===== src/rtl/eth_tx_framer.sv =====
// Ethernet II transmit framer: preamble, SFD, header, streamed payload, zero pad
// and CRC-32 FCS, one registered byte per cycle, followed by the inter-frame gap.
module eth_tx_framer #(
  parameter int PREAMBLE_LEN = 7,
  parameter int MIN_PAYLOAD  = 46,
  parameter int MAX_PAYLOAD  = 1500,
  parameter int IFG_BYTES    = 12
) (
  input  logic        clk,
  input  logic        rst_n,
  input  logic        start,
  input  logic [47:0] dest_addr,
  input  logic [47:0] src_addr,
  input  logic [15:0] eth_type,
  input  logic [7:0]  s_data,
  input  logic        s_valid,
  input  logic        s_last,
  output logic        s_ready,
  output logic [7:0]  tx_data,
  output logic        tx_en,
  output logic        tx_done,
  output logic        tx_err,
  output logic        busy
);

  typedef enum logic [3:0] {
    IDLE, PREAMBLE, SFD, DEST, SRC, TYPE, PAYLOAD, PAD, FCS, IFG
  } state_t;

  localparam logic [10:0] PRE_LAST = 11'(PREAMBLE_LEN - 1);
  localparam logic [10:0] MAX_CNT  = 11'(MAX_PAYLOAD);
  localparam logic [10:0] IFG_LAST = 11'(IFG_BYTES - 1);

  state_t      state, state_n;
  logic [10:0] cnt, cnt_n;
  logic [10:0] pad_last, pad_last_n;
  logic [31:0] crc, crc_n;
  logic [47:0] dest_q, src_q;
  logic [15:0] type_q;
  logic [7:0]  data_n;
  logic        en_n, done_n, err_n, latch;
  logic [47:0] dest_sh, src_sh;
  logic [31:0] fcs_sh;

  function automatic logic [31:0] crc_update(input logic [31:0] crc_in, input logic [7:0] data);
    logic [31:0] c;
    c = crc_in ^ {24'd0, data};
    for (int i = 0; i < 8; i++)
      c = c[0] ? ((c >> 1) ^ 32'hEDB88320) : (c >> 1);
    return c;
  endfunction

  // Header and FCS bytes are picked by shifting so the counter selects MSB-first / low-first.
  assign dest_sh = dest_q << {cnt[2:0], 3'b000};
  assign src_sh  = src_q << {cnt[2:0], 3'b000};
  assign fcs_sh  = ~crc >> {cnt[1:0], 3'b000};

  // The count==MAX cycle is the oversize abort, so nothing is consumed then.
  assign s_ready = (state == PAYLOAD) && (cnt != MAX_CNT);

  always_comb begin
    state_n    = state;
    cnt_n      = cnt + 11'd1;
    pad_last_n = pad_last;
    crc_n      = crc;
    data_n     = 8'h00;
    en_n       = 1'b0;
    done_n     = 1'b0;
    err_n      = 1'b0;
    latch      = 1'b0;
    case (state)
      IDLE: begin
        cnt_n = '0;
        if (start) begin
          state_n = PREAMBLE;
          latch   = 1'b1;
          crc_n   = 32'hFFFFFFFF;
        end
      end
      PREAMBLE: begin
        data_n = 8'h55;
        en_n   = 1'b1;
        if (cnt == PRE_LAST) begin
          state_n = SFD;
          cnt_n   = '0;
        end
      end
      SFD: begin
        data_n  = 8'hD5;
        en_n    = 1'b1;
        state_n = DEST;
        cnt_n   = '0;
      end
      DEST: begin
        data_n = dest_sh[47:40];
        en_n   = 1'b1;
        crc_n  = crc_update(crc, data_n);
        if (cnt == 11'd5) begin
          state_n = SRC;
          cnt_n   = '0;
        end
      end
      SRC: begin
        data_n = src_sh[47:40];
        en_n   = 1'b1;
        crc_n  = crc_update(crc, data_n);
        if (cnt == 11'd5) begin
          state_n = TYPE;
          cnt_n   = '0;
        end
      end
      TYPE: begin
        data_n = cnt[0] ? type_q[7:0] : type_q[15:8];
        en_n   = 1'b1;
        crc_n  = crc_update(crc, data_n);
        if (cnt == 11'd1) begin
          state_n = PAYLOAD;
          cnt_n   = '0;
        end
      end
      PAYLOAD: begin
        if (cnt == MAX_CNT || !s_valid) begin
          err_n   = 1'b1;
          state_n = IFG;
          cnt_n   = '0;
        end else begin
          data_n = s_data;
          en_n   = 1'b1;
          crc_n  = crc_update(crc, s_data);
          if (s_last) begin
            cnt_n = '0;
            if (32'(cnt) + 32'd1 < 32'(MIN_PAYLOAD)) begin
              state_n    = PAD;
              pad_last_n = 11'(32'(MIN_PAYLOAD) - 32'd2 - 32'(cnt));
            end else begin
              state_n = FCS;
            end
          end
        end
      end
      PAD: begin
        en_n  = 1'b1;
        crc_n = crc_update(crc, 8'h00);
        if (cnt == pad_last) begin
          state_n = FCS;
          cnt_n   = '0;
        end
      end
      FCS: begin
        data_n = fcs_sh[7:0];
        en_n   = 1'b1;
        if (cnt == 11'd3) begin
          done_n  = 1'b1;
          state_n = IFG;
          cnt_n   = '0;
        end
      end
      IFG: begin
        if (cnt == IFG_LAST) begin
          state_n = IDLE;
          cnt_n   = '0;
        end
      end
      default: begin
        state_n = IDLE;
        cnt_n   = '0;
      end
    endcase
  end

  always_ff @(posedge clk or negedge rst_n) begin
    if (!rst_n) begin
      state    <= IDLE;
      cnt      <= '0;
      pad_last <= '0;
      crc      <= 32'hFFFFFFFF;
      dest_q   <= '0;
      src_q    <= '0;
      type_q   <= '0;
      tx_data  <= 8'h00;
      tx_en    <= 1'b0;
      tx_done  <= 1'b0;
      tx_err   <= 1'b0;
      busy     <= 1'b0;
    end else begin
      state    <= state_n;
      cnt      <= cnt_n;
      pad_last <= pad_last_n;
      crc      <= crc_n;
      tx_data  <= data_n;
      tx_en    <= en_n;
      tx_done  <= done_n;
      tx_err   <= err_n;
      busy     <= (state_n != IDLE);
      if (latch) begin
        dest_q <= dest_addr;
        src_q  <= src_addr;
        type_q <= eth_type;
      end
    end
  end

endmodule


===== config.mk =====
export PLATFORM = sky130hd
export DESIGN_NAME = eth_tx_framer
export DESIGN_NICKNAME = d
export VERILOG_FILES = /design/src/rtl/eth_tx_framer.sv
export SDC_FILE = /design/constraint.sdc
export NUM_CORES = 1
export LEC_CHECK = 0
export CAP_MARGIN = 0
export CORE_ASPECT_RATIO = 1.5
export CORE_UTILIZATION = 30
export DETAILED_ROUTE_END_ITERATION = 16
export REMOVE_ABC_BUFFERS = 1
export SLEW_MARGIN = 20
export SYNTH_ARGS = -nofsm -noshare
export SYNTH_HDL_FRONTEND = slang
export SYNTH_SLANG_ARGS = --single-unit
export TNS_END_PERCENT = 50

===== constraint.sdc =====
create_clock -name clk -period 3.5 [get_ports clk]
set_clock_uncertainty 0.15 [all_clocks]
set_input_delay 0.7 -clock clk [delete_from_list [all_inputs] [get_ports clk]]
set_output_delay 0.7 -clock clk [all_outputs]
set_load 0.03 [all_outputs]

==> flow_summary.toml <==
[run_status]
outcome = "complete, no violations"

[critical_path]
ff2ff_setup_slack_ns = 0.1
reg2regPathDepth = 10
end_kind = "flip-flop"
cp_max_fo = 11
crit_cells = 10
cp_slowest_stage_delay_ns = 0.59
required_ns = 3.73
path_delay_family = "XOR/XNOR gates"
regToRegEndpoint = "crc[23]$_DFFE_PN1P_"
slowest_stage = "dfrtp_4"
worstSetupPathType = "flip-flop to flip-flop"
cp_cell_sequence = "buf_4, or2_2, nor2_1, nor2_1, xnor3_1, xnor2_2, xnor3_1, xnor2_1, a22oi_1, a21oi_1"
startpoint_type = "flip-flop"
arrival_ns = 3.63
r2r-start = "cnt[0]$_DFF_PN0_"
cp-startpoint = "cnt[0]$_DFF_PN0_"
critPathBufInv = 1
worstSetupEndpoint = "crc[23]$_DFFE_PN1P_"

[drt]
first_pass_iters = 6
vias = 11400
drc_errors = 0
via_per_inst = 5.08
routedWlPerCell_um = 21.4
first_iter_violations = 751
routed_wl_um = 47900
ant_nets = 0

[placed_design]
port_buffers = 137
postPlaceCellArea_sq_um = 15900
hpwl_um = 36400
place.gp.congestion = 0.991

[yosys]
syn_area_per_cell_sq_um = 9.03
yosys_warnings = 0
ys_types = 66
ys_seq_elements = 182
synthArstFlopShare_pct = 100
netlist_area_sq_um = 13100
synth-edff-count = 0
synth_cells = 1450
synthFlopType = "dfrtp_1"
yosysSeqAreaShare_pct = 35.1

[cells_and_area]
diodes = 0
nNetsFinal = 1783
fin_area_sq_um = 16600
area_growth_pct = 26.7
finalCoreUtilization_pct = 38.6
drive_gt1_share_pct = 17.6

[floorplan]
fp.dieW_um = 173
chipHeight_um = 258
die_area_sq_um = 44500
coreArea_sq_um = 42900
start_util_pct = 30.5
pin_count = 138
rows = 93

[timing]
fin_setup_tns_ns = 0
tightest_slew_ns = 1.03
setup_viol = 0
hold_viol_final = 0
fmax_ghz = 0.294
fin_crit_ns = 3.40
post-route-period-util_pct = 97.3
final_max_slew_viol_count = 0
relSlewSlack_pct = 31.0

[cts]
cts_buffers = 17
h-tree-depth = 4
cts_tree = "done"
clockBufferDepth = 2
path_clk_slew_ns = 0.08
cts-root-buf = "clkbuf_16"
numClockSinks = 182
clock_latency_ns = 0.47
hold_buffers = 0

[grt]
overflow = 0
globalRouteTotalUtil_pct = 21.7
antenna_found_initial = 0
grt_pass1_vias = 11800
grt_pass1_wl_um = 72500
grt_max_degree = 113

[run]
timing.max_cap.violations = 0

[worst_hold_path]
hold_path_class = "primary input to asynchronous set/reset pin"
per-layer routing:
layer	track usage, %	share of wire [%]	up-vias	wire (um)
met2	39.1	52	465	24700
met4	13.0	5.6	0	2700
met3	3.11	5.1	144	2460
met1	24.3	38	5501	18000
met5	0	0	-	0
li1	-	-	5249	-
cells in the mapped netlist, types with 5 or more instances:
cell      instances  share of area, %
nand2_1         387                11
xnor2_1         204                14
dfrtp_1         150                29
xor2_1          106               7.1
nor2_1           85               2.4
clkbuf_1         70               2.0
a21oi_1          45               1.7
o21ai_0          40               1.5
dfstp_2          32               6.4
o22ai_1          32               1.5
mux2i_1          30               2.3
mux4_2           21               3.6
nand3_1          18              0.69
xnor2_2          18               2.2
o221ai_1         17               1.1
nor3_1           14              0.54
a221oi_1         10              0.67
a22oi_1          10              0.57
o32a_1           10              0.76
nand2b_1          9              0.43
buf_1             8              0.23
buf_2             7              0.27
xnor3_1           7               1.2
buf_6             6              0.52
inv_1             6              0.17
nor4_1            6              0.29
xor2_2            6              0.75
a21o_1            5              0.29
o21a_1            5              0.29
o22a_1            5              0.33
registers in the layout, indices dropped and copies added (netlist names):
register and cells:
busy 1, state 4, tx_en 1, crc 32, pad_last 11, dest_q 48
tx_done 1, tx_err 1, type_q 16, cnt 11, src_q 48, tx_data 8
worst register-to-register path: stages, from the launching register on:
cell and delay (ns):
dfrtp_4 0.59, buf_4 0.18, or2_2 0.33, nor2_1 0.31
nor2_1 0.17, xnor3_1 0.43, xnor2_2 0.27, xnor3_1 0.42
xnor2_1 0.15, a22oi_1 0.23, a21oi_1 0.11
area by class of cell:
cell class	instances	area (sq um)
clock buffer	19	443
clock inverter	13	136
fill	4307	26400
inverter	8	30.0
multi-input combinational	1165	8120
sequential	182	4600
tap	570	713
timing repair buffer	280	2540
cells by family after synthesis:
group | count (synthesis) | synth area share, %
flip-flops | 182 | 35.1
AO/OA/AOI/OAI | 216 | 11.4
multiplexers | 59 | 6.98
adder cells (fa/ha/maj) | 4 | 0.382
XOR/XNOR | 347 | 26.1
AND/OR/NAND/NOR | 539 | 16.5
buffers and inverters | 103 | 3.54
cell usage in the layout, fill, tap and decap left out, types with 6 or more instances in the layout:
cell type and count:
nand2_1 387, xnor2_1 203, dfrtp_1 148, buf_4 137, clkdlybuf4s50_1 135, xor2_1 105
nor2_1 83, a21oi_1 43, o21ai_0 40, o22ai_1 32, dfstp_2 32, mux2i_1 30
mux4_2 21, xnor2_2 19, nand3_1 17, o221ai_1 17, clkbuf_16 17, nor3_1 12
a22oi_1 10, a221oi_1 10, o32a_1 10, nand2b_1 9, xnor3_1 7, nor4_1 6
inv_1 6, xor2_2 6, buf_12 6
timing repair:
action                     in CTS  in global routing
gates resized for setup         2                  8
pin swaps                       0                  1
hold endpoints to repair        0                  0
setup endpoints to repair       3                 24
buffers inserted                0                  3
worst min path at each step:
stage	endpoint	slack, ns
floorplan	busy$_DFF_PN0_	0.25
global placement	dest_q[20]$_DFFE_PN0P_	0.30
detailed placement	dest_q[45]$_DFFE_PN0P_	0.31
CTS	pad_last[2]$_DFFE_PN0P_	0.05
global route	pad_last[2]$_DFFE_PN0P_	0.08
finish	pad_last[2]$_DFFE_PN0P_	0.05
stage by stage:
stage	instances	setup WS (ns)	hold WS (ns)
floorplan	1355	-1.77	0.254
global placement	2201	-0.0558	0.305
detailed placement	2201	-0.0820	0.309
CTS	2233	0.0400	0.0534
global route	2237	-0.000697	0.0803
finish	2237	0.0962	0.0520
Power is left out: the tool's default activity adds up to more than one toggle a clock period on the data nets, which glitch-free logic cannot reach.
